File: src/rtl/multibyte_add_seq.sv
// multibyte_add_seq: wide add via one 8-bit ripple adder, LSB byte first; optional subtract with MBADD_SUB_EN
module multibyte_add_seq #(
   parameter int NBYTES = 4
) (
   input  logic                  clk,
   input  logic                  reset,
   input  logic                  in_valid,
   output logic                  in_ready,
   input  logic [8*NBYTES-1:0]   a_in,
   input  logic [8*NBYTES-1:0]   b_in,
   input  logic                  cin_in,
`ifdef MBADD_SUB_EN
   input  logic                  sub_in,
`endif
   output logic                  out_valid,
   input  logic                  out_ready,
   output logic [8*NBYTES-1:0]   sum_out,
   output logic                  cout_out,
   output logic                  busy
);
   localparam int W  = 8 * NBYTES;
   localparam int IW = $clog2(NBYTES);
   typedef enum logic [1:0] {S_IDLE, S_ADD, S_DONE} state_t;
   state_t          r_state;
   logic [W-1:0]    r_a;
   logic [W-1:0]    r_b;
   logic [W-1:0]    r_sum;
   logic            r_carry;
   logic            r_sub;
   logic [IW-1:0]   r_idx;
   logic            w_sub_in;
   logic [7:0]      w_b;
   logic [7:0]      w_s;
   logic            w_co;
`ifdef MBADD_SUB_EN
   assign w_sub_in = sub_in;
`else
   assign w_sub_in = 1'b0;
`endif
   assign w_b = r_sub ? ~r_b[7:0] : r_b[7:0];
   // eight chained full-adder cells on the current low byte
   always_comb begin : byte_adder
      logic c;
      c   = r_carry;
      w_s = '0;
      for (int i = 0; i < 8; i++) begin
         w_s[i] = r_a[i] ^ w_b[i] ^ c;
         c      = (r_a[i] & w_b[i]) | (c & (r_a[i] ^ w_b[i]));
      end
      w_co = c;
   end
   // control FSM and datapath registers, outputs registered alongside state
   always_ff @(posedge clk) begin
      if (reset) begin
         r_state   <= S_IDLE;
         r_a       <= '0;
         r_b       <= '0;
         r_sum     <= '0;
         r_carry   <= 1'b0;
         r_sub     <= 1'b0;
         r_idx     <= '0;
         sum_out   <= '0;
         cout_out  <= 1'b0;
         in_ready  <= 1'b1;
         out_valid <= 1'b0;
         busy      <= 1'b0;
      end else begin
         case (r_state)
            S_IDLE: if (in_valid) begin
               r_a      <= a_in;
               r_b      <= b_in;
               r_sub    <= w_sub_in;
               r_carry  <= w_sub_in | cin_in;
               r_idx    <= '0;
               r_state  <= S_ADD;
               in_ready <= 1'b0;
               busy     <= 1'b1;
            end
            S_ADD: begin
               r_sum   <= {w_s, r_sum[W-1:8]};
               r_a     <= r_a >> 8;
               r_b     <= r_b >> 8;
               r_carry <= w_co;
               r_idx   <= r_idx + 1'b1;
               if (r_idx == IW'(NBYTES - 1)) begin
                  sum_out   <= {w_s, r_sum[W-1:8]};
                  cout_out  <= w_co;
                  out_valid <= 1'b1;
                  r_state   <= S_DONE;
               end
            end
            S_DONE: if (out_ready) begin
               out_valid <= 1'b0;
               busy      <= 1'b0;
               in_ready  <= 1'b1;
               r_state   <= S_IDLE;
            end
            default: r_state <= S_IDLE;
         endcase
      end
   end
endmodule
File: config.mk
export PLATFORM = sky130hd
export DESIGN_NAME = multibyte_add_seq
export DESIGN_NICKNAME = d
export VERILOG_FILES = /design/src/rtl/multibyte_add_seq.sv
export SDC_FILE = /design/constraint.sdc
export NUM_CORES = 1
export LEC_CHECK = 0
export BUFFER_PORTS_ARGS = -buffer_cell sky130_fd_sc_hd__buf_4
export CAP_MARGIN = 40
export CORE_UTILIZATION = 35
export CTS_BUF_LIST = sky130_fd_sc_hd__clkbuf_16
export CTS_CLUSTER_DIAMETER = 40
export CTS_CLUSTER_SIZE = 16
export DETAILED_ROUTE_END_ITERATION = 8
export GPL_ROUTABILITY_DRIVEN = 0
export RECOVER_POWER = 50
export SLEW_MARGIN = 20
export SYNTH_ARGS = -nofsm -noshare
export SYNTH_HDL_FRONTEND = slang
export SYNTH_SLANG_ARGS = --single-unit
export TNS_END_PERCENT = 5
File: constraint.sdc
create_clock -name clk -period 4.72 [get_ports clk]
set_input_delay 1.18 -clock clk [delete_from_list [all_inputs] [get_ports clk]]
set_output_delay 1.18 -clock clk [all_outputs]
set_load 0.02 [all_outputs]
# After elaboration in Yosys (flattened, before gate mapping)
# Index checks and enable logic that the tools add are counted.
dict set report word_totals {
  rom_bits 0
  inputBits 69
  reg_bits 137
  out_inout_bits 36
  ram_bits 0
  memories 0
  latch_bits 0
}
dict set report classes {
  mul 0
  n_eq_ne 6
  bitwise_logic 40
  n_reduce_logical 9
  div 0
  n_addsub 1
  mux 20
  n_lt_le_gt_ge 0
  shifts 0
}
# operator count
set op_table {}
lappend op_table {{$pmux 32 s2} 2}
lappend op_table {{$mux 32} 2}
lappend op_table {{$and 1x1->1} 16}
lappend op_table {{$xor 1x1->1} 16}
lappend op_table {{$reduce_and 3->1} 3}
lappend op_table {{$mux 2} 4}
lappend op_table {{$or 1x1->1} 8}
lappend op_table {{$pmux 1 s2} 4}
lappend op_table {{$mux 1} 6}
lappend op_table {{$ne 2x2->1 const B} 3}
lappend op_table {{$pmux 2 s3} 1}
lappend op_table {{$reduce_bool 2->1} 3}
lappend op_table {{$eq 2x2->1 const B} 2}
lappend op_table {{$pmux 2 s2} 1}
lappend op_table {{$reduce_and 2->1} 2}
lappend op_table {{$add 2x1->2 const B} 1}
lappend op_table {{$eq 2x1->1 const B} 1}
lappend op_table {{$logic_not 2->1} 1}

# Depth between registers and ports, before layout
dict set report depth {
  depth_word 18
  ltp_mapped 13
}

# Worst setup path after synthesis
# OpenSTA, ideal clock, no wires.
dict set report synth_timing {
  kind {register to register}
  startpoint {register r_a[0]}
  endpoint {register r_sum[31]}
  n_path_buf 0
  arrival_time_ns 3.487
  setup_slack_ns 1.148
  t_required_ns 4.634
  path_stages_with_launch 13
  setup_time_ns 0.086
  cell_sequence {dfxtp_1 -> fa_1 -> fa_1 -> fa_1 -> inv_1 -> fa_1 -> inv_1 -> fa_1 -> fa_1 -> fa_1 -> inv_1 -> fa_1 -> a211oi_1}
}
dict set report synth_via {
  elab_chain_cells 16
  word_cells_on_any_way 17
}
# item line
set synth_lines {}
lappend synth_lines {{from (decl)} 25} ;# logic [W-1:0] r_a;
lappend synth_lines {{from (signal assigned)} 70} ;# r_a <= a_in;
lappend synth_lines {{from (signal assigned)} 81} ;# r_a <= r_a >> 8;
lappend synth_lines {{$xor 1x1->1} 48} ;# c = (r_a[i] & w_b[i]) | (c & (r_a[i] ^ w_b[i]));
lappend synth_lines {{$and 1x1->1} 48}
lappend synth_lines {{$or 1x1->1 (*)} 48}
lappend synth_lines {{$and 1x1->1 (*)} 48}
lappend synth_lines {{$or 1x1->1 (*)} 48}
lappend synth_lines {{$and 1x1->1 (*)} 48}
lappend synth_lines {{$or 1x1->1 (*)} 48}
lappend synth_lines {{$and 1x1->1 (*)} 48}
lappend synth_lines {{$or 1x1->1 (*)} 48}
lappend synth_lines {{$and 1x1->1 (*)} 48}
lappend synth_lines {{$or 1x1->1 (*)} 48}
lappend synth_lines {{$and 1x1->1 (*)} 48}
lappend synth_lines {{$or 1x1->1 (*)} 48}
lappend synth_lines {{$and 1x1->1 (*)} 48}
lappend synth_lines {{$or 1x1->1 (*)} 48}
lappend synth_lines {{$xor 1x1->1 (*)} 47} ;# w_s[i] = r_a[i] ^ w_b[i] ^ c;
lappend synth_lines {{to (signal assigned)} 80} ;# r_sum <= {w_s, r_sum[W-1:8]};
lappend synth_lines {{to (decl)} 27} ;# logic [W-1:0] r_sum;
# Every way passes the cells marked *; elsewhere a longest branch is shown, timed or not.
# A chain may end at the register's enable or synchronous reset.

==> results.sh <==
export IMPL_status="complete, but fails checks"
export IMPL_fin_crit_sh_pct=82.5
export IMPL_avgViaCountPerCell=4.83
export IMPL_grt_overflow_total=0
export IMPL_start_util_pct=36.4
export IMPL_crit_buf_inv=2
export IMPL_fp_coreArea_um2=13500
export IMPL_yosys_warnings=0
export IMPL_fin_tns_setup_ns=0
export IMPL_num_io_pins=105
export IMPL_seq_power_share_pct=45.6
export IMPL_routedWlPerCell_um=13.2
export IMPL_power_mw=2.61
export IMPL_crit_path_max_fanout=66
export IMPL_crit_slowest_cell="clkbuf_1"
export IMPL_fin_skew_ns=0.00966
export IMPL_cts_root_buf="clkbuf_16"
export IMPL_syn_instance_count=596
export IMPL_dpl_cell_count=836
export IMPL_timing_fmax_mhz=257
export IMPL_internal_power_mw=2.01
export IMPL_fin_util_pct=45.7
export IMPL_synth_area_leaders="dfxtp_1, nor2_1, nand2_1, nor4_1, a21oi_1"
export IMPL_htree_num_levels=4
export IMPL_dieHeight_um=120
export IMPL_std_cell_rows=42
export IMPL_routed_wl_um=11500
export IMPL_final_common_cell="nor2_1"
export IMPL_fill_cells=1400
export IMPL_critPathKind="in2reg"
export IMPL_num_vias=4180
export IMPL_cpPeakStageDelay_ns=1.53
export IMPL_hold_path_class="reg2reg"
export IMPL_num_antenna_cells=0
export IMPL_arrival_ns=4.19
export IMPL_worstHoldEndpoint="sum_out[23]"
export IMPL_powerDensity_nw_per_um2=424
export IMPL_grt_max_degree=67
export IMPL_clock_path_buffers=2
export IMPL_die_area_um2=14500
export IMPL_post_route_drc_count=0
export IMPL_r2r_end="sum_out[31]"
export IMPL_rsz0062_at_grt="no"
export IMPL_finalNonFillerCells=866
export IMPL_first_pass_iters=6
export IMPL_switching_share_pct=23.0
export IMPL_setup_ws_ns=0.827
export IMPL_p_sw_uw=600
export IMPL_max_slew_margin_rel_pct=-45.6
export IMPL_antenna_found_initial=0
export IMPL_cts_tree="done"
export IMPL_nets=757
export IMPL_ir_worst_vdd_mv=0.248
export IMPL_synth_top_area_share_pct=52.7
export IMPL_grt_pass1_wl_um=18900
export IMPL_cpLargestDelayFamily="buffers and inverters"
export IMPL_hpwl_um=7910
export IMPL_syn_nets=674
export IMPL_worst_hold_slack_ns=0.452
export IMPL_cts_hold_fix_buffers=0
export IMPL_syn_area_per_cell_um2=8.23
export IMPL_end_kind="flip-flop"
export IMPL_drt_iter0_drc=232
export IMPL_worstHoldStart="sum_out[23]"
export IMPL_violations="max-capacitance violations, max-slew violations"
export IMPL_cts_sinks=129
export IMPL_dp_slack_ns=0.963
export IMPL_pwr_share_clk_pct=45.4
export IMPL_rrSetupSlack_ns=0.94
export IMPL_cts_repair_resized=0
export IMPL_pwr_share_comb_pct=9.1
export IMPL_cts_buffers=17
export IMPL_clkTransAtPathRegs_ns=0.05
export IMPL_worst_ep_required_time_ns=5.01
export IMPL_finish_instance_area_um2=6140
export IMPL_insertion_delay_ns=0.41
export IMPL_syn2layout_area_growth_pct=25.3
export IMPL_yosys_cell_types_count=27
export IMPL_cts_setup_buffers=0
export IMPL_tightestPinTransition_ns=2.18
export IMPL_maxSlewViolCount=50
export IMPL_grt_pass1_vias=3901
export IMPL_port_buffers=104
export IMPL_place_area_um2=5750
export IMPL_drive_above_1_share_pct=15.2
export IMPL_crit_path_start_kind="input port"
export IMPL_grt_use_total_pct=16.7
export IMPL_die_x_um=120
export IMPL_worstPathCellList="clkbuf_1, clkbuf_2, a21oi_1, o221a_1"
export IMPL_seq_area_frac_synth_pct=52.7
export IMPL_maxCapViolations=1
export IMPL_r2r_start="r_a[0]"
export IMPL_netlist_area_um2=4900
export IMPL_synth_top_area_cell="dfxtp_1"
export IMPL_r2r_cells=12
export IMPL_layout_common_cells="nor2_1, dfxtp_1, nand2_1"
export IMPL_layout_min_cycle_time_ns=3.89
export IMPL_power_leakage_nw=2.50
export IMPL_hold_violations=0
export IMPL_synth_seq_cells=129
export IMPL_whs_path_depth=2
export IMPL_postRouteAntennaNets=0
export IMPL_finalSetupViolations=0
## worst max-delay path by stage
stage	end	slack, ns	startpoint	cells after the start
2_1_floorplan	r_sum[31]	1.15	r_a[0]	12
3_3_place_gp	sum_out[31]	1.03	r_a[0]	12
3_5_place_dp	sum_out[31]	0.96	r_a[0]	12
4_1_cts	sum_out[31]	0.95	r_a[0]	12
5_1_grt	r_carry	0.50	reset	4
6_report	r_carry	0.83	reset	4
## routing by layer
layer  track usage [%]  routed length, um
met5                 0                  0
met4              6.02                127
met3              6.08                867
met2              25.4               5050
met1              21.7               5420
## sequential cells by signal, summed over array words and instances (netlist names)
name	cells
r_a	32
r_b	32
sum_out	32
r_sum	24
r_idx	2
r_state	2
busy	1
cout_out	1
in_ready	1
out_valid	1
r_carry	1
## power by group through the flow
stage	logic [mW]	registers, mW	clock network, mW
after global placement	0.232	1.21	0
after floorplan	0.157	1.20	0
after global routing	0.268	1.20	1.26
final	0.236	1.19	1.18
after detailed placement	0.238	1.21	0
after CTS	0.239	1.19	1.21
## worst reg2reg max path, stage by stage (launching register included)
cell	delay, ns
dfxtp_1	0.33
fa_1	0.44
fa_1	0.40
fa_1	0.37
inv_1	0.07
fa_1	0.17
inv_1	0.05
fa_1	0.37
fa_1	0.39
fa_1	0.38
inv_1	0.08
fa_1	0.42
a211oi_1	0.22
## cell families after synthesis
group / Yosys count / share of synthesized area, %
buf+inv: 55 / 5.28
mux: 1 / 0.230
compound gates: 85 / 10.7
simple gates: 317 / 27.6
fa+ha+maj: 9 / 3.52
flops: 129 / 52.7
## synth_stat cells, drive strengths merged
library cell	number
nor2	155
dfxtp	129
nand2	105
a21oi	57
nor4	48
buf	28
clkbuf	19
a22o	17
fa	8
inv	8
a211oi	5
nand2b	3
nor2b	2
a2111oi	1
a21o	1
a2bb2oi	1
and3b	1
ha	1
mux2	1
nand3b	1
nor3	1
o21ba	1
o21bai	1
o221a	1
or3b	1
## area by class of cell
cell class	instances	area, um^2	share of cell area [%]
Clock buffer	17	425	6.92
Sequential cell	129	2580	42.0
Clock inverter	13	108	1.75
Inverter	8	30.0	0.489
Multi-Input combinational cell	412	2070	33.6
Tap cell	176	220	3.58
Timing Repair Buffer	111	712	11.6
Note: power is estimated with default switching activity, not from simulation.
